## src/rtl/arb_pkg.sv

```systemverilog
// arb_pkg: shared state type and round-robin pick helper for the stream arbiters
package arb_pkg;
  typedef enum logic {IDLE, BURST} state_t;
  typedef struct packed {
    logic       found;
    logic [3:0] idx;
  } pick_t;
  // Scan n requesters starting at ptr with modular wrap; the first hit wins
  function automatic pick_t rr_pick(input logic [15:0] req, input logic [3:0] ptr, input int n);
    pick_t p;
    int j;
    p = '0;
    for (int k = 0; k < 16; k++) begin
      if (k < n && !p.found) begin
        j = int'(ptr) + k;
        if (j >= n) j -= n;
        if (req[j[3:0]]) begin
          p.found = 1'b1;
          p.idx = j[3:0];
        end
      end
    end
    return p;
  endfunction
endpackage

```

## src/rtl/rr_select.sv

```systemverilog
// rr_select: combinational round-robin priority picker over NUM_SLV requesters
module rr_select import arb_pkg::*; #(
  parameter int NUM_SLV = 4,
  parameter int SRC_W = $clog2(NUM_SLV)
) (
  input  logic [NUM_SLV-1:0] req_i,
  input  logic [SRC_W-1:0]   ptr_i,
  output logic [SRC_W-1:0]   grant_o,
  output logic               found_o
);
  pick_t p;
  always_comb begin
    p = rr_pick(16'(req_i), 4'(ptr_i), NUM_SLV);
    grant_o = SRC_W'(p.idx);
    found_o = p.found;
  end
endmodule

```

## src/rtl/rr_burst_arbiter.sv

```systemverilog
// rr_burst_arbiter: round-robin, burst-locked merge of NUM_SLV slave streams into one FIFO stream
module rr_burst_arbiter import arb_pkg::*; #(
  parameter int NUM_SLV = 4,
  parameter int DW = 32,
  parameter int MODE_W = 2,
  parameter int MAX_BURST = 16,
  parameter int SRC_W = $clog2(NUM_SLV)
) (
  input  logic                      clk,
  input  logic                      rst,
  input  logic [NUM_SLV*MODE_W-1:0] slv_mode,
  input  logic [NUM_SLV-1:0]        slv_data_valid,
  input  logic [NUM_SLV-1:0]        slv_proc_valid,
  input  logic [NUM_SLV*DW-1:0]     slv_data,
  output logic [NUM_SLV-1:0]        slv_ready,
  output logic [MODE_W-1:0]         slvx_mode,
  output logic                      slvx_data_valid,
  output logic                      slvx_proc_val,
  output logic [DW-1:0]             slvx_data,
  output logic [SRC_W-1:0]          data_source,
  input  logic                      fifo_full,
  input  logic                      fifo_empty,
  input  logic                      proc_cmplt,
  output logic                      mstr_cmplt
);
  localparam int CW = $clog2(MAX_BURST + 1);
  state_t            state_q, state_d;
  logic [SRC_W-1:0]  grant_q, grant_d, ptr_q, ptr_d, pick, nxt;
  logic [CW-1:0]     cnt_q, cnt_d;
  logic              mc_q, vld_q, vld_d, pv_q, pv_d;
  logic [MODE_W-1:0] mode_q, mode_d, gmode;
  logic [DW-1:0]     data_q, data_d, gdata;
  logic [NUM_SLV-1:0] req;
  logic              found, open, acc, last;
  always_comb begin
    req = '0;
    for (int i = 0; i < NUM_SLV; i++) req[i] = |slv_mode[i*MODE_W +: MODE_W];
  end
  rr_select #(.NUM_SLV(NUM_SLV), .SRC_W(SRC_W)) u_sel (
    .req_i(req), .ptr_i(ptr_q), .grant_o(pick), .found_o(found)
  );
  assign gmode = slv_mode[grant_q*MODE_W +: MODE_W];
  assign gdata = slv_data[grant_q*DW +: DW];
  assign open  = state_q == BURST && !fifo_full && !mc_q;
  assign acc   = open && slv_data_valid[grant_q];
  assign last  = slv_proc_valid[grant_q] || cnt_q + 1'b1 == CW'(MAX_BURST);
  assign nxt   = grant_q == SRC_W'(NUM_SLV - 1) ? '0 : grant_q + 1'b1;
  always_comb begin
    state_d = state_q;
    grant_d = grant_q;
    ptr_d = ptr_q;
    cnt_d = cnt_q;
    vld_d = 1'b0;
    data_d = '0;
    mode_d = mode_q;
    pv_d = pv_q;
    if (mc_q) begin
      state_d = IDLE;
      cnt_d = '0;
      mode_d = '0;
      pv_d = 1'b0;
      ptr_d = state_q == BURST ? nxt : ptr_q;
    end else if (state_q == IDLE) begin
      if (found && !fifo_full) begin
        state_d = BURST;
        grant_d = pick;
        cnt_d = '0;
      end
    end else if (acc) begin
      vld_d = 1'b1;
      data_d = gdata;
      mode_d = gmode;
      pv_d = slv_proc_valid[grant_q];
      cnt_d = cnt_q + 1'b1;
      state_d = last ? IDLE : BURST;
      ptr_d = last ? nxt : ptr_q;
    end else if (!req[grant_q]) begin
      state_d = IDLE;
      ptr_d = nxt;
    end
  end
  always_ff @(posedge clk or posedge rst) begin
    if (rst) begin
      state_q <= IDLE;
      grant_q <= '0;
      ptr_q <= '0;
      cnt_q <= '0;
      mc_q <= 1'b0;
      vld_q <= 1'b0;
      pv_q <= 1'b0;
      mode_q <= '0;
      data_q <= '0;
    end else begin
      state_q <= state_d;
      grant_q <= grant_d;
      ptr_q <= ptr_d;
      cnt_q <= cnt_d;
      mc_q <= proc_cmplt & ~fifo_empty;
      vld_q <= vld_d;
      pv_q <= pv_d;
      mode_q <= mode_d;
      data_q <= data_d;
    end
  end
  // Completion flush masks the whole output side for the cycle it is raised
  assign slv_ready       = open ? NUM_SLV'(1) << grant_q : '0;
  assign slvx_data_valid = vld_q & ~mc_q;
  assign slvx_proc_val   = pv_q & ~mc_q;
  assign slvx_mode       = mc_q ? '0 : mode_q;
  assign slvx_data       = mc_q ? '0 : data_q;
  assign data_source     = mc_q ? '0 : grant_q;
  assign mstr_cmplt      = mc_q;
endmodule

```

## config.mk

```make
export PLATFORM = sky130hd
export DESIGN_NAME = rr_burst_arbiter
export DESIGN_NICKNAME = d
export VERILOG_FILES = /design/src/rtl/arb_pkg.sv /design/src/rtl/rr_select.sv /design/src/rtl/rr_burst_arbiter.sv
export SDC_FILE = /design/constraint.sdc
export NUM_CORES = 1
export LEC_CHECK = 0
export BUFFER_PORTS_ARGS = -buffer_cell sky130_fd_sc_hd__clkbuf_2
export CAP_MARGIN = 20
export CORE_MARGIN = 2
export CORE_UTILIZATION = 46
export CTS_BUF_LIST = sky130_fd_sc_hd__clkbuf_8
export CTS_CLUSTER_DIAMETER = 120
export CTS_CLUSTER_SIZE = 12
export DETAILED_ROUTE_END_ITERATION = 8
export GPL_ROUTABILITY_DRIVEN = 0
export PLACE_DENSITY = 0.84
export SLEW_MARGIN = 20
export SYNTH_ARGS = -nofsm -noshare
export SYNTH_HDL_FRONTEND = slang
export SYNTH_SLANG_ARGS = --single-unit
```

## constraint.sdc

```tcl
create_clock -name clk -period 2.2 [get_ports clk]
set_input_delay 0 -clock clk [delete_from_list [all_inputs] [get_ports clk]]
set_output_delay 0 -clock clk [all_outputs]
set_load 0.005 [all_outputs]
```

# Word level (Yosys, flattened, before mapping)
# Index checks and enable logic that the tools add are counted.
classes:
  eq_ne: 5
  n_reduce_logical: 18
  bitwise_logic: 6
  div_mod_pow: 0
  n_lt_le_gt_ge: 9
  multipliers: 0
  shifts: 3
  mux: 61
  addsub: 9
op_table:
  columns: ["op", "n"]
  rows:
  - ["32-bit two-way mux", 4]
  - ["128-bit by 8-bit variable part select with 32-bit output", 1]
  - ["32-bit by 4-bit >= comparator with 1-bit output (second input constant)", 3]
  - ["5-bit two-way mux", 11]
  - ["4-bit two-way mux", 8]
  - ["2-bit two-way mux", 12]
  - ["4-bit by 5-bit < comparator with 1-bit output (second input constant)", 4]
  - ["1-bit two-way mux", 19]
  - ["1-bit binary-select mux with 4-bit select", 4]
  - ["4-bit subtractor (second input constant)", 3]
  - ["2-bit OR reduction", 4]
  - ["8-bit by 4-bit variable part select with 2-bit output", 1]
  - ["2-bit by 2-bit adder with 3-bit output (second input constant)", 2]
  - ["1-bit binary-select mux with 2-bit select", 3]
  - ["3-bit AND reduction", 2]
  - ["5-bit by 1-bit adder with 5-bit output (second input constant)", 1]
  - ["5-bit equality test (second input constant)", 1]
  - ["1-bit logical AND", 4]
  - ["2-bit AND reduction", 2]
  - ["2-bit nonzero test", 2]
  - ["1-bit by 2-bit left shift with 4-bit output (first input constant)", 1]
  - ["2-bit by 3-bit subtractor with 4-bit output (second input constant)", 1]
  - ["2-bit by 1-bit adder with 3-bit output (second input constant)", 1]
  - ["1-bit bitwise AND", 3]
  - ["other kinds (11)", 14]
totals:
  out_inout_bits: 43
  reg_bits: 47
  ramBits: 0
  rom_bits: 0
  n_memories: 0
  latchBits: 0

# Logic depth before layout (Yosys ltp)
# Gate-level depths: netlist of the first run.
logic_depth:
  ltp_word: 24
  depth_mapped: 7
  mapped_depth_nobuf: 7

# By module
# A second synthesis of the first run with hierarchy kept.
hier_totals:
  cells_unflattened: 270
  area_unflattened_um2: 3256.9
modules_own_cells:
  columns: ["mod", "cells_each", "area_each_um2", "instances"]
  rows:
  - ["rr_burst_arbiter", 240, 2966.6, 1]
  - ["rr_select", 30, 290.3, 1]

# Least setup slack after synthesis of the first run
# Ideal clock, no wire load.
synth_path:
  kind: "reg-to-reg"
  start: "register ptr_q[0]"
  end: "register cnt_q[2]"
  setup_slack_ps: 215
  arrival_time_ps: 1861
  path_buffers: 0
  stages_incl_launch_ff: 8
  path_cell_list: "dfrtp_1 inv_1 ha_1 and3_1 o32a_1 o41ai_2 a311oi_2 a211o_1"
synth_via:
  elab_chain_cells: 13
  word_cells_on_any_way: 36
  classes_between: "add/sub: 7; order compare: 4; mux: 22; reduce/logical: 3"
synth_lines:
  columns: ["element", "line", "source"]
  rows:
  - ["start, declared", "rr_burst_arbiter.sv:28", "logic [SRC_W-1:0] grant_q, grant_d, ptr_q, ptr_d, pick, nxt;"]
  - ["start signal, assigned", "rr_burst_arbiter.sv:96", "ptr_q <= ptr_d;"]
  - ["2-bit by 1-bit adder with 3-bit output", "arb_pkg.sv:15", "j = int'(ptr) + k;"]
  - ["32-bit by 4-bit >= comparator with 1-bit output / 4-bit subtractor (equally long branches)", "arb_pkg.sv:16", "if (j >= n) j -= n;"]
  - ["4-bit two-way mux", "arb_pkg.sv:16", null]
  - ["4-bit two-way mux", "arb_pkg.sv:14", "if (k < n && !p.found) begin"]
  - ["1-bit binary-select mux with 4-bit select", "arb_pkg.sv:17", "if (req[j[3:0]]) begin"]
  - ["1-bit two-way mux (implied by the code)", "arb_pkg.sv:17", null]
  - ["5-bit two-way mux", "arb_pkg.sv:17", null]
  - ["5-bit two-way mux (2 in a row)", "arb_pkg.sv:14", null]
  - ["5-bit two-way mux (*)", "arb_pkg.sv:14", null]
  - ["1-bit logical AND (*)", "rr_burst_arbiter.sv:64", "if (found && !fifo_full) begin"]
  - ["3-bit nonzero test (no source line) (*)", null, null]
  - ["2-bit AND reduction (no source line) (*)", null, null]
  - ["end signal, assigned", "rr_burst_arbiter.sv:97", "cnt_q <= cnt_d;"]
  - ["end, declared", "rr_burst_arbiter.sv:29", "logic [CW-1:0] cnt_q, cnt_d;"]
# Mark *: on every way between the ends. The rest lies on a longest branch, timed or not. The select of a mux whose other input is x is not followed.
# A chain may end at the register's enable or synchronous reset.

# Worst setup path after layout of the first run
layout_path:
  start: "register ptr_q[1]"
  end: "register cnt_q[2]"
# The elaborated chain is that of the path after synthesis.

==> results.py, run 1 <==
metrics = {
    "status": {
        "status": "completed",
    },
    "yosys": {
        "synth_compound_area_frac": 0.0810,
        "synth_top_family_by_area": "multiplexers",
        "synthMuxAreaShare": 0.287,
        "synth_flop_cell": "dfrtp_1",
        "synth_top_area_share": 0.359,
        "yosys.area.top_type": "dfrtp_1",
        "postSynthNetCount": 426,
        "synth_edf_count": 0,
        "synth_top_cells_by_area": "dfrtp_1 (36%), mux4_2 (22%), nor2b_1 (7.1%)",
        "synth_simple_gate_area_share": 0.200,
        "yosysWarningCount": 0,
        "ys_seq_elements": 47,
        "synth.yosys.seq_area_share": 0.359,
        "synthCells": 270,
        "synth_cell_types": 50,
        "yosys.area_share.xor_xnor": 0.00535,
        "synth_async_sr_flop_share": 1.00,
        "netlist_area_um2": 3270,
        "syn_avg_cell_area_um2": 12.1,
        "synth_fa_ha_area_frac": 0.0267,
    },
    "power": {
        "p_leak_nw": 2.34,
        "peakVddDrop_mv": 0.471,
        "power_density_nw_per_um2": 841,
    },
    "floorplanning": {
        "rows": 30,
        "die_x_um": 88.4,
        "die_h_um": 88.4,
        "core_um2": 6830,
        "die_area_um2": 7810,
        "start_util": 0.479,
        "io_pins": 192,
    },
    "place": {
        "io_buffers": 191,
        "dpl-instance-area_um2": 4330,
        "dp.cells": 548,
        "hpwl_mm": 7.47,
    },
    "worst_hold_path": {
        "hold_class": "primary input to register",
        "holdPathStages": 3,
    },
    "routing": {
        "first_pass_iters": 4,
        "wl_mm": 9.28,
        "wl_per_cell_um": 16.6,
        "drtIter0Drc": 102,
        "postRouteAntennaNets": 0,
        "viasPerCell": 5.40,
        "remaining_drc_errors": 0,
        "dr_total_vias": 3022,
    },
    "sta": {
        "clock_skew_ns": 0.00607,
        "finalCritPeriodShare": 0.968,
        "slew_violations": 0,
        "worst_pin_slew_ns": 0.608,
        "fin_tns_setup_ns": 0,
        "setup_viol": 0,
        "clock.fmax_ghz": 0.470,
        "period_minus_slack_ns": 2.13,
        "hold_viol": 0,
        "rsz0062_at_grt": "true",
        "slew_headroom": 0.594,
    },
    "final_layout": {
        "diodes": 0,
        "multi_input_area_um2": 1990,
        "design_area_um2": 4500,
        "regArea_um2": 1180,
        "fin_cells": 560,
        "layout_common_cells": "clkbuf_2 (191), dfrtp_1 (44), nor2b_1 (37)",
        "nNetsFinal": 619,
        "drive_gt1_frac": 0.558,
        "fill_cells": 583,
        "mostFrequentLayoutCell": "clkbuf_2",
        "synthToLayoutAreaGrowth_pct": 37.4,
    },
    "critical_path": {
        "cp.arrival_ns": 2.31,
        "cp.required_ns": 2.38,
        "crit_type": "register to register",
        "crit_path_start_kind": "register",
        "endpoint_kind": "register",
        "crit_fanout": 5,
        "ff2ff_path_depth": 7,
    },
    "clock_network": {
        "clkTransAtPathRegs_ns": 0.09,
        "insertion_delay_ns": 0.29,
        "cts_root_buf": "clkbuf_8",
        "cts_buffers": 5,
        "cts_tree": "yes",
        "cts_buffer_depth": 2,
        "cts-htree-levels": 2,
        "clkSinkCount": 47,
        "cts_setup_buffers": 0,
    },
    "run": {
        "drv_cap": 0,
    },
    "global_route": {
        "grt_pass1_vias": 2950,
        "grt_use_total": 0.230,
        "grt_overflow": 0,
        "grt_max_degree": 45,
        "grt_pass1_wl_mm": 13.7,
        "antenna_found_initial": 0,
    },
}
==> critical path: stages, from the launching register on <==
cell and delay (ns):
dfrtp_1 0.41, inv_1 0.11, ha_1 0.30, and3_1 0.17, o32a_1 0.34, o41ai_4 0.29, a311oi_4 0.08, a211o_1 0.31
==> registers in the layout, indices dropped and copies added (netlist names) <==
signal      flops
state_q         1
mstr_cmplt      1
ptr_q           2
vld_q           1
cnt_q           5
grant_q         2
mode_q          2
data_q         32
pv_q            1
==> repair_timing <==
action                     in CTS  in global routing
hold buffers                    4                  0
hold endpoints to repair       31                  0
resized for setup               0                  4
setup endpoints to repair       0                  6
==> layout make-up <==
| cell class | count | area share |
|---|---|---|
| clock buffers | 7 | 0.0214 |
| multi-input cells | 194 | 0.442 |
| well taps | 96 | 0.0267 |
| repair buffers | 205 | 0.238 |
| inverters | 10 | 0.00834 |
| clock inverters | 1 | 0.00167 |
| flip-flops and latches | 47 | 0.262 |
==> final timing paths <==
check / startpoint / end / slack (ns)
worst max-delay path: ptr_q[1] / cnt_q[2] / 0.07
worst min-delay path: slv_data[86] / data_q[22] / 0.13
worst max register to register: ptr_q[1] / cnt_q[2] / 0.07
worst min register to register: ptr_q[0] / ptr_q[0] / 0.60
max in group asynchronous: rst / ptr_q[0] / 1.21
min in group asynchronous: rst / data_q[14] / 0.31
==> cells in the mapped netlist, drive strengths merged (2+ instances only) <==
| master | count |
|---|---|
| buf | 10 |
| nor2 | 12 |
| nor3 | 5 |
| mux4 | 37 |
| nand3 | 4 |
| o2bb2ai | 2 |
| xnor2 | 2 |
| nor3b | 3 |
| a31oi | 3 |
| mux2 | 7 |
| ha | 7 |
| a2111oi | 2 |
| nor4 | 2 |
| a22o | 3 |
| a211o | 2 |
| and3 | 5 |
| nor2b | 37 |
| inv | 10 |
| o21ai | 5 |
| and2 | 33 |
| a21oi | 5 |
| clkbuf | 9 |
| dfrtp | 47 |
| nand3b | 2 |
| o211ai | 2 |
==> report_power, final <==
group | internal [W] | switching (W)
clock network | 0.000286 | 0.000279
registers | 0.00102 | 0.000108
logic | 0.00113 | 0.000960
total | 0.00244 | 0.00135
==> per-layer routing <==
layer,track usage,vias up,part of all wire
met3,0.0401,6,0.068
met4,0.0510,0,0.0074
met2,0.406,135,0.54
met1,0.297,1490,0.38
met5,0,-,0
li1,-,1391,-
==> metrics by stage <==
stage	worst slack [ns]	hold WS (ns)	utilization	power [W]
final	0.0702	0.129	0.659	0.00378
after global routing	-0.0277	0.121	0.659	0.00405
after CTS	0.0474	0.122	0.655	0.00381
after detailed placement	0.0775	0.0983	0.634	0.00323
after global placement	0.128	0.0860	0.634	0.00315
after floorplan	0.215	0.0656	-	0.00264
==> cell families (layout without fill, tap and decap cells) <==
| logic type | after synthesis | after routing |
|---|---|---|
| compound gates | 32 | 32 |
| xor+xnor | 2 | 2 |
| fa+ha+maj | 7 | 7 |
| buf+inv | 29 | 223 |
| flops | 47 | 47 |
| mux | 44 | 44 |
| simple gates | 109 | 109 |
No activity file was read; power rests on OpenSTA's default activity.
==> run 2, diff against run 1 <==
--- a/config.mk
+++ b/config.mk
@@ -7,14 +7,16 @@
 export LEC_CHECK = 0
 export BUFFER_PORTS_ARGS = -buffer_cell sky130_fd_sc_hd__clkbuf_2
 export CAP_MARGIN = 20
+export CELL_PAD_IN_SITES_DETAIL_PLACEMENT = 0
+export CELL_PAD_IN_SITES_GLOBAL_PLACEMENT = 2
 export CORE_MARGIN = 2
-export CORE_UTILIZATION = 46
+export CORE_UTILIZATION = 26
 export CTS_BUF_LIST = sky130_fd_sc_hd__clkbuf_8
 export CTS_CLUSTER_DIAMETER = 120
 export CTS_CLUSTER_SIZE = 12
 export DETAILED_ROUTE_END_ITERATION = 8
 export GPL_ROUTABILITY_DRIVEN = 0
-export PLACE_DENSITY = 0.84
+export PLACE_DENSITY = 0.81
 export SLEW_MARGIN = 20
 export SYNTH_ARGS = -nofsm -noshare
 export SYNTH_HDL_FRONTEND = slang
==> results.py, run 2 (synthesis results as in run 1) <==
metrics = {
    "final_layout": {
        "top_regs": "data_q (32), cnt_q (5)",
        "diodes": 0,
        "mostFrequentLayoutCell": "clkbuf_2",
        "design_area_um2": 4580,
        "layout_common_cells": "clkbuf_2 (191), dfrtp_1 (44), nor2b_1 (37)",
        "largest_reg_flops": 32,
        "nNetsFinal": 621,
        "regMostFlops": "data_q",
        "drive_gt1_frac": 0.560,
        "synthToLayoutAreaGrowth_pct": 39.7,
    },
    "clock_network": {
        "cts_buffer_depth": 2,
        "cts_buffers": 5,
        "cts-htree-levels": 2,
        "cts_tree": "yes",
        "clkSinkCount": 47,
        "clkTransAtPathRegs_ns": 0.09,
        "insertion_delay_ns": 0.30,
        "cts_root_buf": "clkbuf_8",
    },
    "sta": {
        "slew_violations": 0,
        "fin_tns_setup_ns": 0,
        "layout_setup_ws_ns": 0.100,
        "worst_pin_slew_ns": 0.671,
        "clock.fmax_ghz": 0.476,
        "finalCritPeriodShare": 0.954,
        "slew_headroom": 0.552,
        "period_minus_slack_ns": 2.10,
        "rsz0062_at_grt": "false",
        "clock_skew_ns": 0.00238,
        "setup_viol": 0,
        "hold_viol": 0,
    },
    "power": {
        "seqPwrFrac": 0.296,
        "peakVddDrop_mv": 0.391,
        "pwr-share-comb": 0.566,
        "netSwitchingFraction": 0.364,
        "power.switching_w": 0.00137,
        "p_clk_frac": 0.138,
        "power_density_nw_per_um2": 822,
        "p_int_w": 0.00239,
        "p_leak_nw": 2.34,
    },
    "global_route": {
        "grt_pass1_vias": 3052,
        "grt_max_degree": 45,
        "grt_use_total": 0.146,
        "grt_overflow": 0,
        "antenna_found_initial": 0,
        "grt_pass1_wl_mm": 15.1,
    },
    "status": {
        "status": "completed",
    },
    "routing": {
        "dr_total_vias": 2998,
        "first_pass_iters": 4,
        "wl_mm": 9.90,
        "wl_per_cell_um": 15.6,
        "viasPerCell": 4.73,
        "remaining_drc_errors": 0,
        "postRouteAntennaNets": 0,
        "drtIter0Drc": 180,
    },
    "critical_path": {
        "cp.arrival_ns": 2.29,
        "crit_fanout": 11,
        "crit_type": "register to register",
        "cp.required_ns": 2.39,
        "crit_path_start_kind": "register",
        "endpoint_kind": "register",
    },
    "place": {
        "dp_slack_ns": 0.0854,
        "hpwl_mm": 7.81,
        "dpl-instance-area_um2": 4440,
        "io_buffers": 191,
    },
    "floorplanning": {
        "io_pins": 192,
        "start_util": 0.269,
        "rows": 40,
        "core_um2": 12200,
        "die_h_um": 116,
        "die_area_um2": 13500,
        "die_x_um": 116,
    },
    "run": {
        "drv_cap": 0,
    },
    "worst_hold_path": {
        "hold_class": "primary input to register",
    },
}
==> run 2: through the flow <==
step           power (W)  instances   util  hold WS (ns)
2_1_floorplan    0.00264        270      -        0.0656
3_3_place_gp     0.00323        620  0.365         0.135
3_5_place_dp     0.00326        620  0.365         0.148
4_1_cts          0.00381        632  0.375         0.107
5_1_grt          0.00407        634  0.376         0.113
6_report         0.00376        634  0.376         0.122
==> run 2: area by class of cell <==
type	count	area (um2)
clock inverter	3	16.3
tap	168	210
sequential	47	1180
clock buffer	5	68.8
inverter	10	37.5
fill	1249	7590
multi-input combinational	194	1960
timing repair buffer	207	1100
==> run 2: path summary, 6_finish.rpt <==
kind | end | start | depth (start not counted) | slack, ns
max in group asynchronous | data_q[14] | rst | 4 | 1.16
max reg2reg | cnt_q[0] | ptr_q[0] | 7 | 0.10
min | data_q[17] | slv_data[81] | 3 | 0.12
min reg2reg | cnt_q[4] | cnt_q[4] | 1 | 0.59
max | cnt_q[0] | ptr_q[0] | 7 | 0.10
min in group asynchronous | cnt_q[1] | rst | 3 | 0.35
==> run 2: routing by layer <==
layer / GRT usage / vias up / part of all wire
met5: 0 / - / 0
li1: - / 1404 / -
met3: 0.0436 / 6 / 0.088
met2: 0.256 / 128 / 0.51
met4: 0.0349 / 0 / 0.010
met1: 0.177 / 1460 / 0.39
==> run 2: critical path, cell delays in order, from the launching register on <==
cell and delay, ns:
dfrtp_1 0.39, buf_4 0.14, buf_4 0.16, nor3b_1 0.15, o32a_1 0.39, o41ai_2 0.33
a311oi_2 0.13, mux2_2 0.31
==> run 2: what timing repair did <==
item,4_1_cts,5_1_grt
buffers inserted,0,2
gates resized for setup,0,2
endpoints found under the setup margin,0,7
hold buffers,4,0
endpoints found under the hold margin,32,0
==> run 2: power groups by stage <==
stage	registers, W	logic [W]	clock network, W
2_1_floorplan	0.00110	0.00154	0
3_3_place_gp	0.00114	0.00209	0
3_5_place_dp	0.00114	0.00212	0
4_1_cts	0.00113	0.00213	0.000550
5_1_grt	0.00114	0.00236	0.000579
6_report	0.00112	0.00213	0.000519
==> run 3, diff against run 2 <==
--- a/config.mk
+++ b/config.mk
@@ -11,7 +11,6 @@
 export CELL_PAD_IN_SITES_GLOBAL_PLACEMENT = 2
 export CORE_MARGIN = 2
 export CORE_UTILIZATION = 26
-export CTS_BUF_LIST = sky130_fd_sc_hd__clkbuf_8
 export CTS_CLUSTER_DIAMETER = 120
 export CTS_CLUSTER_SIZE = 12
 export DETAILED_ROUTE_END_ITERATION = 8
==> results.py, run 3 (synthesis results as in run 1) <==
metrics = {
    "final_layout": {
        "top_regs": "data_q (32), cnt_q (5)",
        "fin_cells": 633,
        "design_area_um2": 4620,
        "regMostFlops": "data_q",
        "layout_common_cells": "clkbuf_2 (191), dfrtp_1 (44), nor2b_1 (37)",
        "fill_cells": 1246,
        "nNetsFinal": 620,
        "synthToLayoutAreaGrowth_pct": 41.2,
        "drive_gt1_frac": 0.561,
        "diodes": 0,
        "mostFrequentLayoutCell": "clkbuf_2",
        "largest_reg_flops": 32,
    },
    "clock_network": {
        "cts_tree": "yes",
        "cts_buffers": 5,
        "insertion_delay_ns": 0.28,
        "cts_root_buf": "clkbuf_16",
        "clkSinkCount": 47,
        "cts_buffer_depth": 2,
        "cts-htree-levels": 2,
        "clkTransAtPathRegs_ns": 0.07,
    },
    "run": {
        "drv_cap": 0,
    },
    "critical_path": {
        "startpoint": "ptr_q[0]",
        "crit-reg2reg-launch": "ptr_q[0]",
        "crit_fanout": 11,
        "crit_path_start_kind": "register",
        "cp.required_ns": 2.37,
        "reg2reg_to": "cnt_q[0]",
        "reg2reg_slack_ns": 0.10,
        "cp.arrival_ns": 2.27,
        "ff2ff_path_depth": 7,
        "crit_type": "register to register",
        "endpoint_kind": "register",
        "critPathCapture": "cnt_q[0]",
    },
    "power": {
        "peakVddDrop_mv": 0.391,
        "netSwitchingFraction": 0.349,
        "p_clk_frac": 0.185,
        "pwr-share-comb": 0.534,
        "power_w": 0.00399,
        "seqPwrFrac": 0.280,
        "power.switching_w": 0.00139,
        "p_leak_nw": 2.36,
        "p_int_w": 0.00259,
        "power_density_nw_per_um2": 862,
    },
    "sta": {
        "period_minus_slack_ns": 2.10,
        "clock.fmax_ghz": 0.477,
        "worst_pin_slew_ns": 0.664,
        "slew_violations": 0,
        "clock_skew_ns": 0.00407,
        "slew_headroom": 0.557,
        "setup_viol": 0,
        "finalCritPeriodShare": 0.954,
        "hold_viol": 0,
        "rsz0062_at_grt": "false",
        "fin_tns_setup_ns": 0,
    },
    "floorplanning": {
        "start_util": 0.269,
        "core_um2": 12200,
        "rows": 40,
        "die_area_um2": 13500,
        "io_pins": 192,
        "die_x_um": 116,
        "die_h_um": 116,
    },
    "routing": {
        "wl_per_cell_um": 15.7,
        "remaining_drc_errors": 0,
        "routed.top_layer": "met4",
        "viasPerCell": 4.74,
        "wl_mm": 9.92,
        "wl_met2_mm": 5.00,
        "dr_total_vias": 2998,
        "wl_met3_um": 861,
        "drtIter0Drc": 163,
        "first_pass_iters": 4,
        "wl_met1_mm": 3.94,
        "postRouteAntennaNets": 0,
    },
    "global_route": {
        "antenna_found_initial": 0,
        "grt_pass1_vias": 3050,
        "grt_use_total": 0.147,
        "grt_pass1_wl_mm": 15.2,
        "grt_max_degree": 45,
        "grt_overflow": 0,
    },
    "place": {
        "io_buffers": 191,
        "hpwl_mm": 7.81,
        "dp.cells": 620,
        "dpl-instance-area_um2": 4440,
    },
    "status": {
        "status": "completed",
    },
    "worst_hold_path": {
        "hold_class": "primary input to register",
    },
}
[run 3: final cells by class]
cell class / count / area (um2) / area share
Sequential cell: 47 / 1180 / 0.255
Clock inverter: 2 / 12.5 / 0.00271
Timing Repair Buffer: 206 / 1090 / 0.236
Tap cell: 168 / 210 / 0.0455
Multi-Input combinational cell: 194 / 1960 / 0.425
Clock buffer: 6 / 129 / 0.0279
Inverter: 10 / 37.5 / 0.00812
[run 3: metrics by stage]
| stage | worst slack (ns) | hold WS, ns | util |
|---|---|---|---|
| 6_report | 0.102 | 0.0100 | 0.380 |
| 5_1_grt | 0.0155 | 0.0255 | 0.380 |
| 4_1_cts | 0.0492 | 0.00628 | 0.379 |
| 3_5_place_dp | 0.0854 | 0.148 | 0.365 |
| 3_3_place_gp | 0.125 | 0.135 | 0.365 |
| 2_1_floorplan | 0.215 | 0.0656 | - |
[run 3: layer usage]
layer	vias to the layer above	track usage
met3	9	0.0420
met2	145	0.257
met4	0	0.0397
met1	1446	0.177
met5	-	0
li1	1398	-
[run 3: power by group through the flow]
| stage | sequential (W) | combinational [W] | clock, W |
|---|---|---|---|
| 2_1_floorplan | 0.00110 | 0.00154 | 0 |
| 3_3_place_gp | 0.00114 | 0.00209 | 0 |
| 3_5_place_dp | 0.00114 | 0.00212 | 0 |
| 4_1_cts | 0.00113 | 0.00213 | 0.000776 |
| 5_1_grt | 0.00114 | 0.00235 | 0.000804 |
| 6_report | 0.00112 | 0.00213 | 0.000739 |
[run 3: how the worst min path moves through the flow]
stage / from / endpoint / slack, ns / cells after the start
after floorplan: fifo_empty / mstr_cmplt / 0.07 / 1
after global placement: rst / cnt_q[2] / 0.13 / 2
after detailed placement: rst / cnt_q[2] / 0.15 / 2
after CTS: fifo_full / state_q / 0.006 / 2
after global routing: fifo_full / state_q / 0.03 / 2
final: fifo_full / state_q / 0.01 / 2
[run 3: what timing repair did]
action	in CTS	in global routing
endpoints found under the hold margin	31	0
endpoints found under the setup margin	0	7
hold buffers	3	0
resized for setup	0	2
buffers inserted	0	2
[run 3: worst max-delay path: stages, from the launching register on]
cell      delay [ns]
dfrtp_1         0.38
buf_4           0.14
buf_4           0.16
nor3b_1         0.15
o32a_1          0.39
o41ai_2         0.32
a311oi_2        0.13
mux2_2          0.31
